==> config.mk <==
export PLATFORM = sky130hd
export DESIGN_NAME = mp_multicycle_core
export DESIGN_NICKNAME = d
export VERILOG_FILES = /design/src/rtl/mp_multicycle_core_pkg.sv /design/src/rtl/mp_multicycle_core_alu.sv /design/src/rtl/mp_multicycle_core.sv
export SDC_FILE = /design/constraint.sdc
export NUM_CORES = 1
export LEC_CHECK = 0
export ABC_AREA = 1
export BUFFER_PORTS_ARGS = -buffer_cell sky130_fd_sc_hd__buf_4
export CAP_MARGIN = 5
export CORE_MARGIN = 2
export CORE_UTILIZATION = 60
export DETAILED_ROUTE_END_ITERATION = 6
export GPL_ROUTABILITY_DRIVEN = 0
export PLACE_DENSITY = 0.79
export SYNTH_ARGS = -nofsm -noshare
export SYNTH_HDL_FRONTEND = slang
export SYNTH_SLANG_ARGS = --single-unit
==> constraint.sdc <==
create_clock -name Clk -period 8.5 [get_ports Clk]
set_input_delay 0.425 -clock Clk [delete_from_list [all_inputs] [get_ports Clk]]
set_output_delay 0.425 -clock Clk [all_outputs]
set_load 0.02 [all_outputs]
==> src/rtl/mp_multicycle_core_pkg.sv <==
`default_nettype none
`timescale 1ns/1ps
// ============================================================================
// Module   : mp_pkg
// Purpose  : Shared opcodes, ALU function codes, FSM states and instruction
//            field positions for the MP multicycle core.
// Revision : 1.0 - initial release
// ============================================================================
package mp_pkg;

    localparam logic [3:0] OP_RALU = 4'h0;
    localparam logic [3:0] OP_ADDI = 4'h1;
    localparam logic [3:0] OP_LW   = 4'h2;
    localparam logic [3:0] OP_SW   = 4'h3;
    localparam logic [3:0] OP_BEQ  = 4'h4;
    localparam logic [3:0] OP_BNE  = 4'h5;
    localparam logic [3:0] OP_J    = 4'h6;
    localparam logic [3:0] OP_JAL  = 4'h7;
    localparam logic [3:0] OP_JR   = 4'h8;
    localparam logic [3:0] OP_IN   = 4'h9;
    localparam logic [3:0] OP_OUT  = 4'hA;
    localparam logic [3:0] OP_HALT = 4'hB;

    localparam logic [2:0] FN_ADD = 3'd0;
    localparam logic [2:0] FN_SUB = 3'd1;
    localparam logic [2:0] FN_AND = 3'd2;
    localparam logic [2:0] FN_OR  = 3'd3;
    localparam logic [2:0] FN_XOR = 3'd4;
    localparam logic [2:0] FN_SLT = 3'd5;
    localparam logic [2:0] FN_SHL = 3'd6;
    localparam logic [2:0] FN_SHR = 3'd7;

    localparam logic [2:0] LINK_REG = 3'd7;

    localparam int OP_MSB    = 15;
    localparam int OP_LSB    = 12;
    localparam int RS_MSB    = 11;
    localparam int RS_LSB    = 9;
    localparam int RT_MSB    = 8;
    localparam int RT_LSB    = 6;
    localparam int RD_MSB    = 5;
    localparam int RD_LSB    = 3;
    localparam int FN_MSB    = 2;
    localparam int FN_LSB    = 0;
    localparam int IMM6_MSB  = 5;
    localparam int IMM12_MSB = 11;

    typedef enum logic [1:0] {
        FETCH = 2'd0,
        EXEC  = 2'd1,
        MEM   = 2'd2,
        HALT  = 2'd3
    } state_t;

endpackage
`default_nettype wire

==> src/rtl/mp_multicycle_core_alu.sv <==
`default_nettype none
`timescale 1ns/1ps
// ============================================================================
// Module   : mp_alu
// Purpose  : Combinational ALU: add/sub/and/or/xor/signed-slt/shift-by-one.
// Revision : 1.0 - initial release
// ============================================================================
module mp_alu
    import mp_pkg::*;
#(
    parameter int DATA_W = 16
) (
    input  logic [DATA_W-1:0] i_a,
    input  logic [DATA_W-1:0] i_b,
    input  logic [2:0]        i_fn,
    output logic [DATA_W-1:0] o_result,
    output logic              o_zero
);

    always_comb begin
        o_result = '0;
        case (i_fn)
            FN_ADD: o_result = i_a + i_b;
            FN_SUB: o_result = i_a - i_b;
            FN_AND: o_result = i_a & i_b;
            FN_OR:  o_result = i_a | i_b;
            FN_XOR: o_result = i_a ^ i_b;
            FN_SLT: o_result = ($signed(i_a) < $signed(i_b)) ? DATA_W'(1) : '0;
            FN_SHL: o_result = {i_a[DATA_W-2:0], 1'b0};
            FN_SHR: o_result = {1'b0, i_a[DATA_W-1:1]};
            default: o_result = '0;
        endcase
    end

    assign o_zero = (o_result == '0);

endmodule
`default_nettype wire

==> src/rtl/mp_multicycle_core.sv <==
`default_nettype none
`timescale 1ns/1ps
// ============================================================================
// Module   : mp_multicycle_core
// Purpose  : Multicycle MP core: FETCH/EXEC/MEM FSM, 8-entry register file,
//            req/ack data-memory port and registered board output.
// Revision : 1.0 - initial release
// ============================================================================
module mp_multicycle_core
    import mp_pkg::*;
#(
    parameter int DATA_W = 16,
    parameter int ADDR_W = 12,
    parameter int IN_W   = 4
) (
    input  logic              Clk,
    input  logic              reset,
    output logic [ADDR_W-1:0] imem_addr,
    input  logic [15:0]       imem_rdata,
    output logic              dmem_req,
    output logic              dmem_we,
    output logic [ADDR_W-1:0] dmem_addr,
    output logic [DATA_W-1:0] dmem_wdata,
    input  logic [DATA_W-1:0] dmem_rdata,
    input  logic              dmem_ack,
    input  logic [IN_W-1:0]   Design_IN,
    output logic [DATA_W-1:0] Design_OUT,
    output logic              out_valid,
    output logic              halted
);

    state_t            r_state;
    state_t            w_state_nxt;
    logic [ADDR_W-1:0] r_pc;
    logic [ADDR_W-1:0] w_pc_nxt;
    logic [ADDR_W-1:0] w_pc_inc;
    logic [ADDR_W-1:0] w_br_target;
    logic [15:0]       r_ir;
    logic [DATA_W-1:0] r_rf [8];
    logic [DATA_W-1:0] r_design_out;
    logic              r_out_valid;

    logic [3:0]        w_op;
    logic [2:0]        w_rs;
    logic [2:0]        w_rt;
    logic [2:0]        w_rd;
    logic [2:0]        w_fn;
    logic [5:0]        w_imm6;
    logic [11:0]       w_imm12;
    logic [DATA_W-1:0] w_imm_d;
    logic [ADDR_W-1:0] w_imm_a;
    logic [DATA_W-1:0] w_rs_val;
    logic [DATA_W-1:0] w_rt_val;

    logic [DATA_W-1:0] w_alu_b;
    logic [2:0]        w_alu_fn;
    logic [DATA_W-1:0] w_alu_res;
    logic              w_alu_zero;

    logic              w_we;
    logic [2:0]        w_waddr;
    logic [DATA_W-1:0] w_wdata;
    logic              w_out_load;

    assign w_op    = r_ir[OP_MSB:OP_LSB];
    assign w_rs    = r_ir[RS_MSB:RS_LSB];
    assign w_rt    = r_ir[RT_MSB:RT_LSB];
    assign w_rd    = r_ir[RD_MSB:RD_LSB];
    assign w_fn    = r_ir[FN_MSB:FN_LSB];
    assign w_imm6  = r_ir[IMM6_MSB:0];
    assign w_imm12 = r_ir[IMM12_MSB:0];
    assign w_imm_d = {{(DATA_W-6){w_imm6[5]}}, w_imm6};
    assign w_imm_a = {{(ADDR_W-6){w_imm6[5]}}, w_imm6};

    // r0 is hardwired to zero on both read ports
    assign w_rs_val = (w_rs == 3'd0) ? '0 : r_rf[w_rs];
    assign w_rt_val = (w_rt == 3'd0) ? '0 : r_rf[w_rt];

    assign w_pc_inc    = r_pc + ADDR_W'(1);
    assign w_br_target = w_pc_inc + w_imm_a;

    assign w_alu_b  = (w_op == OP_RALU || w_op == OP_BEQ || w_op == OP_BNE) ? w_rt_val : w_imm_d;
    assign w_alu_fn = (w_op == OP_RALU) ? w_fn :
                      (w_op == OP_BEQ || w_op == OP_BNE) ? FN_SUB : FN_ADD;

    mp_alu #(
        .DATA_W (DATA_W)
    ) u_alu (
        .i_a      (w_rs_val),
        .i_b      (w_alu_b),
        .i_fn     (w_alu_fn),
        .o_result (w_alu_res),
        .o_zero   (w_alu_zero)
    );

    always_comb begin
        w_state_nxt = r_state;
        w_pc_nxt    = r_pc;
        w_we        = 1'b0;
        w_waddr     = w_rt;
        w_wdata     = w_alu_res;
        w_out_load  = 1'b0;
        case (r_state)
            FETCH: w_state_nxt = EXEC;
            EXEC: begin
                w_state_nxt = FETCH;
                w_pc_nxt    = w_pc_inc;
                case (w_op)
                    OP_RALU: begin
                        w_we    = 1'b1;
                        w_waddr = w_rd;
                    end
                    OP_ADDI: w_we = 1'b1;
                    OP_LW, OP_SW: begin
                        w_state_nxt = MEM;
                        w_pc_nxt    = r_pc;
                    end
                    OP_BEQ: if (w_alu_zero)  w_pc_nxt = w_br_target;
                    OP_BNE: if (!w_alu_zero) w_pc_nxt = w_br_target;
                    OP_J:   w_pc_nxt = w_imm12[ADDR_W-1:0];
                    OP_JAL: begin
                        w_we     = 1'b1;
                        w_waddr  = LINK_REG;
                        w_wdata  = DATA_W'(w_pc_inc);
                        w_pc_nxt = w_imm12[ADDR_W-1:0];
                    end
                    OP_JR:  w_pc_nxt = ADDR_W'(w_rs_val);
                    OP_IN: begin
                        w_we    = 1'b1;
                        w_wdata = DATA_W'(Design_IN);
                    end
                    OP_OUT: w_out_load = 1'b1;
                    OP_HALT: begin
                        w_state_nxt = HALT;
                        w_pc_nxt    = r_pc;
                    end
                    default: w_pc_nxt = w_pc_inc;
                endcase
            end
            // PC stays on the load/store until the bus acknowledges it
            MEM: begin
                if (dmem_ack) begin
                    w_state_nxt = FETCH;
                    w_pc_nxt    = w_pc_inc;
                    if (w_op == OP_LW) begin
                        w_we    = 1'b1;
                        w_wdata = dmem_rdata;
                    end
                end
            end
            HALT: w_state_nxt = HALT;
            default: w_state_nxt = FETCH;
        endcase
    end

    always_ff @(posedge Clk or posedge reset) begin
        if (reset) begin
            r_state      <= FETCH;
            r_pc         <= '0;
            r_ir         <= '0;
            r_design_out <= '0;
            r_out_valid  <= 1'b0;
            for (int i = 0; i < 8; i++) begin
                r_rf[i] <= '0;
            end
        end else begin
            r_state     <= w_state_nxt;
            r_pc        <= w_pc_nxt;
            r_out_valid <= w_out_load;
            if (r_state == FETCH) begin
                r_ir <= imem_rdata;
            end
            if (w_we && (w_waddr != 3'd0)) begin
                r_rf[w_waddr] <= w_wdata;
            end
            if (w_out_load) begin
                r_design_out <= w_rs_val;
            end
        end
    end

    assign imem_addr  = r_pc;
    assign dmem_req   = (r_state == MEM);
    assign dmem_we    = (w_op == OP_SW);
    assign dmem_addr  = ADDR_W'(w_alu_res);
    assign dmem_wdata = w_rt_val;
    assign Design_OUT = r_design_out;
    assign out_valid  = r_out_valid;
    assign halted     = (r_state == HALT);

endmodule
`default_nettype wire

# [Word level (Yosys, flattened, before mapping)]
# Cells that the tools add are included.
[classes] magnitude_cmp=5 addsub=4 bitwise_logic=6 muxes=36 n_reduce_logical=18 eq_ne=23
[op_table] operator="2-to-1 mux 16 bit" n=10
[op_table] operator="bitwise mux 128 bit" n=1
[op_table] operator="case mux 16 bit (8 select lines)" n=1
[op_table] operator="binary-select mux 16 bit (select 3 bit)" n=2
[op_table] operator="case mux 16 bit (2 select lines)" n=2
[op_table] operator="case mux 12 bit (5 select lines)" n=1
[op_table] operator="demux 16 bit (select 3 bit)" n=1
[op_table] operator="2-to-1 mux 12 bit" n=3
[op_table] operator="case mux 12 bit (2 select lines)" n=1
[op_table] operator="adder 16 bit" n=1
[op_table] operator="AND 16 bit" n=1
[op_table] operator="== test 4 x 3 -> 1 bit, second input constant" n=4
[op_table] operator="== test 4 bit, second input constant" n=4
[op_table] operator="logical NOT 16 bit" n=1
[op_table] operator="less-than comparator 16 bit" n=1
[op_table] operator="bitwise OR 16 bit" n=1
[op_table] operator="subtractor 16 bit" n=1
[op_table] operator="XOR 16 bit" n=1
[op_table] operator="adder 12 x 1 -> 12 bit, second input constant" n=1
[op_table] operator="adder 12 bit" n=1
[op_table] operator="== test 3 bit, second input constant" n=4
[op_table] operator=">= comparator 4 bit, second input constant" n=3
[op_table] operator="inverter 3 -> 4 bit" n=3
[op_table] operator="logical NOT 3 bit" n=3
[op_table] operator="26 further kinds" n=40
[totals] inputBits=39 ff_bits=175 word_cells=105

# [Longest topological paths before layout]
# Gate-level depths: netlist of run 1.
[depth] word_depth=13 depth_mapped=33 depth_no_buf=29

# [By module]
# A second synthesis of run 1 with hierarchy kept.
[hier_totals] cells_unflattened=2099 area_unflattened_um2=13728.2
[modules_own_cells] module="mp_multicycle_core" cells_each=1507 n_inst=1 area_per_inst_um2=10672.7 seq_area_each_um2=4379.2
[modules_own_cells] module="mp_alu" cells_each=592 n_inst=1 area_per_inst_um2=3055.4 seq_area_each_um2=0.0

# [Worst setup path after synthesis of run 1]
# No wires, ideal clock.
[synth_timing] path_kind="register to register" from="register r_ir[6]" to="register r_pc[9] (netlist: imem_addr[9])" period_less_slack_ps=4381 stages_incl_launch_ff=29 arrival_time_ps=4264 setup_slack_ps=4119 n_path_buf=3 t_required_ps=8383 path_cell_list="dfrtp_1 > clkbuf_1 > clkinv_1 > clkbuf_1 > nand3_1 > o21ai_0 > a31oi_1 > nand2_1 > o21ai_0 > ha_1 > inv_1 > fa_1 > nand2_1 > nand2_1 > nand3_1 > nand2_1 > nand2_1 > nand3_1 > nand3_1 > nand3_1 > nor2_1 > nand2_1 > nor2_2 > buf_2 > nand4_1 > nand3_1 > nand3_1 > nand2_1 > nand2_1"
[synth_via] elab_chain_len=13 elab_cells_between_ends=20
[synth_lines] element="start: declaration" line_no="mp_multicycle_core.sv:38" rtl="logic [15:0] r_ir;"
[synth_lines] element="start signal: assignment" line_no="mp_multicycle_core.sv:171" rtl="r_ir <= imem_rdata;"
[synth_lines] element="inverter 3 -> 4 bit (not written as such)" line_no="mp_multicycle_core.sv:77" rtl="assign w_rt_val = (w_rt == 3'd0) ? '0 : r_rf[w_rt];"
[synth_lines] element="binary-select mux 16 bit (select 3 bit)" line_no="mp_multicycle_core.sv:77"
[synth_lines] element="2-to-1 mux 16 bit (not written as such) (2 in a row)" line_no="mp_multicycle_core.sv:77"
[synth_lines] element="2-to-1 mux 16 bit (*)" line_no="mp_multicycle_core.sv:77"
[synth_lines] element="via dmem_wdata[0]" line_no="mp_multicycle_core.sv:23" rtl="output logic [DATA_W-1:0] dmem_wdata,"
[synth_lines] element="2-to-1 mux 16 bit (*)" line_no="mp_multicycle_core.sv:82" rtl="assign w_alu_b = (w_op == OP_RALU || w_op == OP_BEQ || w_op == OP_BNE) ? w_rt_val : w_imm_d;"
[synth_lines] element="less-than comparator 16 bit" line_no="mp_multicycle_core_alu.sv:28" rtl="FN_SLT: o_result = ($signed(i_a) < $signed(i_b)) ? DATA_W'(1) : '0;"
[synth_lines] element="2-to-1 mux 1 bit" line_no="mp_multicycle_core_alu.sv:28"
[synth_lines] element="case mux 16 bit (8 select lines) (*)" line_no="mp_multicycle_core_alu.sv:22" rtl="case (i_fn)"
[synth_lines] element="via dmem_addr[0]" line_no="mp_multicycle_core.sv:22" rtl="output logic [ADDR_W-1:0] dmem_addr,"
[synth_lines] element="logical NOT 16 bit (*)" line_no="mp_multicycle_core_alu.sv:35" rtl="assign o_zero = (o_result == '0);"
[synth_lines] element="2-to-1 mux 12 bit, on equally long branches" line_no="mp_multicycle_core.sv:119, mp_multicycle_core.sv:118"
[synth_lines] element="case mux 12 bit (5 select lines) (*)" line_no="mp_multicycle_core.sv:108" rtl="case (w_op)"
[synth_lines] element="case mux 12 bit (2 select lines) (*)" line_no="mp_multicycle_core.sv:103" rtl="case (r_state)"
[synth_lines] element="end signal: assignment" line_no="mp_multicycle_core.sv:168" rtl="r_pc <= w_pc_nxt;"
[synth_lines] element="end: declaration" line_no="mp_multicycle_core.sv:34" rtl="logic [ADDR_W-1:0] r_pc;"
# The timed path passes the listed nets; every way through them passes the cells marked *. The select of a mux whose other input is x is not followed.
# A chain may end at the register's enable or synchronous reset.

# [Final worst setup path of run 1]
[layout_timing] from="register r_ir[7]" to="register r_pc[9] (netlist: imem_addr[9])"
[layout_via] elab_chain_len=13 elab_cells_between_ends=20
[layout_lines] element="inverter 3 -> 4 bit (not written as such)" line_no="mp_multicycle_core.sv:77"
[layout_lines] element="binary-select mux 16 bit (select 3 bit)" line_no="mp_multicycle_core.sv:77"
[layout_lines] element="2-to-1 mux 16 bit (not written as such) (2 in a row)" line_no="mp_multicycle_core.sv:77"
[layout_lines] element="2-to-1 mux 16 bit (*)" line_no="mp_multicycle_core.sv:77"
[layout_lines] element="2-to-1 mux 16 bit (*)" line_no="mp_multicycle_core.sv:82"
[layout_lines] element="less-than comparator 16 bit" line_no="mp_multicycle_core_alu.sv:28"
[layout_lines] element="2-to-1 mux 1 bit" line_no="mp_multicycle_core_alu.sv:28"
[layout_lines] element="case mux 16 bit (8 select lines) (*)" line_no="mp_multicycle_core_alu.sv:22"
[layout_lines] element="logical NOT 16 bit (*)" line_no="mp_multicycle_core_alu.sv:35"
[layout_lines] element="2-to-1 mux 12 bit, on equally long branches" line_no="mp_multicycle_core.sv:119, mp_multicycle_core.sv:118"
[layout_lines] element="case mux 12 bit (5 select lines) (*)" line_no="mp_multicycle_core.sv:108"
[layout_lines] element="case mux 12 bit (2 select lines) (*)" line_no="mp_multicycle_core.sv:103"
# Every way passes the cells marked *; elsewhere a longest branch is shown, timed or not. The select of a mux whose other input is x is not followed.

==> results of run 1 <==
==> state kept, by name, indices dropped and copies added, names as in the netlist <==
| register | cells |
|---|---|
| r_state | 2 |
| out_valid | 1 |
| r_ir | 16 |
| imem_addr | 12 |
| r_rf | 128 |
| Design_OUT | 16 |
==> layout make-up <==
cell class / count / area (sq um) / share of cell area
clock buffers: 18 / 439 / 0.0283
inverters: 295 / 1110 / 0.0719
well taps: 319 / 399 / 0.0258
repair buffers: 117 / 878 / 0.0567
multi-input cells: 1616 / 8120 / 0.524
clock inverters: 14 / 168 / 0.0108
flip-flops and latches: 175 / 4380 / 0.283
==> kinds of logic (layout without fill, tap and decap cells) <==
group	after synthesis	after routing	synth area share
xor gates and xnor gates	23	23	0.0142
muxes	1	1	0.000796
adders and majority gates	68	68	0.0617
buffers and inverters	420	444	0.118
DFF	175	175	0.309
AOI/OAI and AO/OA	492	492	0.185
and+or+nand+nor	1032	1032	0.311
==> cells in the mapped netlist (3+ instances only) <==
library cell | count | area, sq um
buf_1 | 4 | 15.0
nand2_2 | 3 | 18.8
clkbuf_1 | 75 | 282
nor2_2 | 10 | 62.6
a22o_1 | 3 | 26.3
o21ai_1 | 13 | 65.1
xnor2_1 | 5 | 43.8
ha_1 | 65 | 813
buf_4 | 6 | 45.0
fa_1 | 3 | 60.1
nor2_1 | 171 | 642
dfrtp_1 | 175 | 4380
nand2_1 | 600 | 2250
o221ai_1 | 4 | 35.0
buf_2 | 37 | 185
o21bai_1 | 8 | 60.1
inv_1 | 283 | 1060
a31oi_1 | 13 | 81.3
inv_2 | 8 | 30.0
nor2_8 | 4 | 80.1
nor3_1 | 19 | 95.1
nand3b_1 | 4 | 30.0
nand4_1 | 29 | 181
nand3_1 | 179 | 896
xor2_1 | 18 | 158
o21ai_0 | 278 | 1390
o22ai_1 | 9 | 56.3
a21oi_1 | 131 | 656
clkinv_1 | 3 | 11.3
o211ai_1 | 24 | 180
nand2_4 | 3 | 33.8
==> worst paths after layout <==
| path | to | cells after the start |
|---|---|---|
| setup / recovery | imem_addr[9] | 27 |
| hold / removal | r_rf[45] | 2 |
| setup reg to reg | imem_addr[9] | 27 |
| hold reg to reg | r_rf[114] | 0 |
| max in group asynchronous | r_ir[6] | 3 |
| min in group Clk | r_ir[0] | 3 |
==> layer usage <==
metal,part of all wire,vias to the layer above,GRT usage
li1,-,7174,-
met1,0.39,7096,0.524
met2,0.44,961,0.611
met3,0.11,219,0.0813
met4,0.057,2,0.206
met5,0.00037,-,0
==> per-stage QoR <==
stage / hold slack, ns / instances
finish: 0.171 / 2554
global route: 0.194 / 2554
CTS: 0.191 / 2552
detailed placement: 0.385 / 2520
global placement: 0.382 / 2520
floorplan: 0.440 / 2211
==> results_dict.tcl, run 1 <==
set metrics [dict create \
    detail_route.first_pass.iterations 7 \
    coreArea_sq_um 23300 \
    clock_path_buffers 2 \
    tritoncts "built" \
    cts.reportedPaths.clkPinSlew_ns 0.08 \
    slew_headroom 0.212 \
    final_max_slew_viol_count 0 \
    crit_buf_inv 4 \
    die-area_sq_um 24800 \
    async_flop_share 1.00 \
    ys_types 48 \
    cts_setup_buffers 0 \
    design_area_sq_um 15500 \
    start_util 0.607 \
    hold_buffers 0 \
    ff2ff_setup_slack_ns 2.20 \
    synth_edf_count 0 \
    setup_viol 0 \
    cpMostUsedCell "nand2_1" \
    period_minus_slack_ns 6.30 \
    final.period_utilization 0.741 \
    slowest_delay_ns 0.63 \
    h-tree-depth 4 \
    die_h_microns 158 \
    n_antenna_cell 0 \
    clock_tree.root_cell "clkbuf_16" \
    row_count 56 \
    cts_resized 0 \
    synth_area_sq_um 14200 \
    crit_path_top_delay_cell "a21oi_1" \
    startpoint "r_ir[7]" \
    drt-initial-drc-count 2019 \
    wire_per_inst_microns 19.1 \
    numCtsBuffers 17 \
    status "finished, violations left" \
    gr-usage-all-layers 0.395 \
    die_w_microns 158 \
    nFillCells 2125 \
    mostFrequentLayoutCells "600 x nand2_1, 282 x inv_1, 278 x o21ai_0" \
    finalClockSkew_ns 0.0169 \
    clock-sinks 175 \
    ys_seq_elements 175 \
    worstReg2RegStart "r_ir[7]" \
    grt_pass1_vias 14056 \
    cap_violations 0 \
    drive_above_1_share 0.0872 \
    post-route-util 0.664 \
    avgSynthCellArea_sq_um 6.40 \
    max_freq_ghz 0.159 \
    placed_area_sq_um 14900 \
    seq_area_frac_synth 0.309 \
    cp_top_family "simple AND/OR/NAND/NOR gates" \
    hold_path.class "in -> async" \
    syn_inst 2211 \
    start_kind "flop" \
    drc 2 \
    viasPerCell 6.05 \
    io_pins 99 \
    required_ns 8.89 \
    numPortBuffers 98 \
    end_kind "flop" \
    postRouteAntennaNets 0 \
    final_common_cell "nand2_1" \
    clkLatencyLatePin_ns 0.44 \
    layout_setup_ws_ns 2.20 \
    crit_type "reg -> reg" \
    syn_nets 2318 \
    nets 2329 \
    synth_ff_type "dfrtp_1" \
    grt_pass1_wl_microns 75500 \
    hold_violations 0 \
    rsz0062_at_grt "no" \
    worstPathArrival_ns 6.68 \
    drt_wl_total_microns 48800 \
    crit_fanout 48 \
    area_growth_pct 9.52 \
    preCtsSetupSlack_ns 2.36 \
    grt_max_degree 98 \
    dp_hpwl_microns 35400 \
    violations "design-rule violations" \
    antenna_found_initial 1 \
    worst_pin_slew_ns 1.18 \
    route.vias.total 15452 \
    ys_warn_count 0 \
    setup_tns_ns 0 \
    overflow 0 \
]
Power of run 1 is not shown: default switching activity piles up to over one toggle a cycle in this logic, so the estimate is an artifact.
==> run 2: changes to the inputs <==
clock period = 6.58 ns   (was 8.5 ns; I/O delays follow)
==> results_dict.tcl, run 2 (same netlist as run 1, synthesis figures left out) <==
set metrics [dict create \
    worst_pin_slew_ns 1.09 \
    area_growth_pct 9.60 \
    cts_setup_buffers 0 \
    status "finished, violations left" \
    die_w_microns 158 \
    drt_wl_total_microns 49000 \
    row_count 56 \
    h-tree-depth 4 \
    dp_hpwl_microns 35300 \
    slowest_delay_ns 0.71 \
    wire_per_inst_microns 19.2 \
    clock_tree.root_cell "clkbuf_16" \
    cts_resized 0 \
    cpMostUsedCell "nand2_1" \
    viasPerCell 6.08 \
    final.period_utilization 0.945 \
    cts.reportedPaths.clkPinSlew_ns 0.09 \
    cap_violations 0 \
    postRouteAntennaNets 0 \
    violations "design-rule violations" \
    final_common_cell "nand2_1" \
    die_h_microns 158 \
    period_minus_slack_ns 6.22 \
    n_antenna_cell 0 \
    antenna_found_initial 0 \
    largest-register "r_rf" \
    grt_pass1_vias 14340 \
    hold_violations 0 \
    drc 9 \
    tritoncts "built" \
    mostFrequentLayoutCells "600 x nand2_1, 282 x inv_1, 278 x o21ai_0" \
    detail_route.first_pass.iterations 7 \
    setup_tns_ns 0 \
    clkLatencyLatePin_ns 0.45 \
    drt-initial-drc-count 2092 \
    overflow 0 \
    route.vias.total 15542 \
    final_max_slew_viol_count 0 \
    nets 2331 \
    required_ns 6.97 \
    gr-usage-all-layers 0.399 \
    grt_pass1_wl_microns 76700 \
    max_freq_ghz 0.161 \
    crit_chain "inv_1 > nand3_1 > o21ai_0 > a31oi_1 > o21ai_0 > ha_1 > inv_1 > o21ai_0 > a21oi_1 > nor2_1 > nor2_1 > nand2_1 > nand2_1 > nand3_1 > nand2_1 > nand2_1 > nor2_1 > nand3_2 > nand2_1 > nand3_1 > nand3_1 > nand2_1 > nand2_1" \
    coreArea_sq_um 23300 \
    crit_buf_inv 2 \
    slew_headroom 0.275 \
    start_kind "flop" \
    grt_max_degree 116 \
    cp_top_family "simple AND/OR/NAND/NOR gates" \
    worstPathArrival_ns 6.61 \
    crit_type "reg -> reg" \
    start_util 0.607 \
    hold_buffers 0 \
    die-area_sq_um 24800 \
    drive_above_1_share 0.0876 \
    crit_path_top_delay_cell "nor2_1" \
    hold_path.class "in -> reg" \
    clock-sinks 175 \
    setup_viol 0 \
    numPortBuffers 98 \
    io_pins 99 \
    largest_register_ffs 128 \
    numCtsBuffers 17 \
    clock_path_buffers 2 \
    crit_fanout 22 \
    end_kind "flop" \
    rsz0062_at_grt "no" \
    nFillCells 2114 \
    finalClockSkew_ns 0.0190 \
]
-- run 2: changes by cell type in the layout (fill, tap and decap cells not counted), sizes merged --
| cell | delta |
|---|---|
| inv | -2 |
| buf | +3 |
| clkbuf | -1 |
| bufinv | -1 |
| clkinvlp | +1 |
| clkinv | +2 |
-- run 2: final timing paths --
check | startpoint | endpoint | slack [ns] | cells past startpoint
min reg2reg | r_rf[124] | r_rf[124] | 0.40 | 0
max | r_ir[7] | imem_addr[11] | 0.36 | 23
min | imem_rdata[1] | r_ir[1] | 0.08 | 3
max in group asynchronous | reset | r_ir[6] | 4.93 | 3
max reg2reg | r_ir[7] | imem_addr[11] | 0.36 | 23
min in group asynchronous | reset | r_rf[108] | 0.13 | 2
-- run 2: cell type report --
| cell class | instances | area (sq um) | area share |
|---|---|---|---|
| multi-input combinational | 1616 | 8120 | 0.523 |
| sequential | 175 | 4380 | 0.282 |
| inverter | 295 | 1110 | 0.0719 |
| timing repair buffer | 119 | 893 | 0.0576 |
| clock buffer | 18 | 429 | 0.0277 |
| tap | 319 | 399 | 0.0257 |
| clock inverter | 14 | 174 | 0.0112 |
-- run 2: worst reg2reg max path: cells and delay by family (launching register included) --
family | cells | cell delay [ns]
buffers and inverters | 2 | 0.83
DFF | 1 | 0.38
and+or+nand+nor | 15 | 3.04
AOI/OAI and AO/OA | 5 | 1.43
adders and majority gates | 1 | 0.47
-- run 2: through the flow --
step	hold slack, ns	setup WS, ns	instance area [sq um]	std cells	util
3_5_place_dp	0.385	0.780	14900	2524	0.639
2_1_floorplan	0.440	1.51	14200	2211	-
6_report	0.0752	0.362	15500	2556	0.665
4_1_cts	0.0765	0.704	15500	2556	0.665
3_3_place_gp	0.381	0.918	14900	2524	0.639
5_1_grt	0.0748	0.138	15500	2556	0.665
-- run 2: layer usage --
metal	up-vias	GRT usage	share of wire
met5	-	0	0
met4	0	0.245	0.070
met1	7033	0.522	0.38
met3	268	0.0961	0.13
li1	7163	-	-
met2	1078	0.598	0.42
Power of run 2 is left out for the same reason.
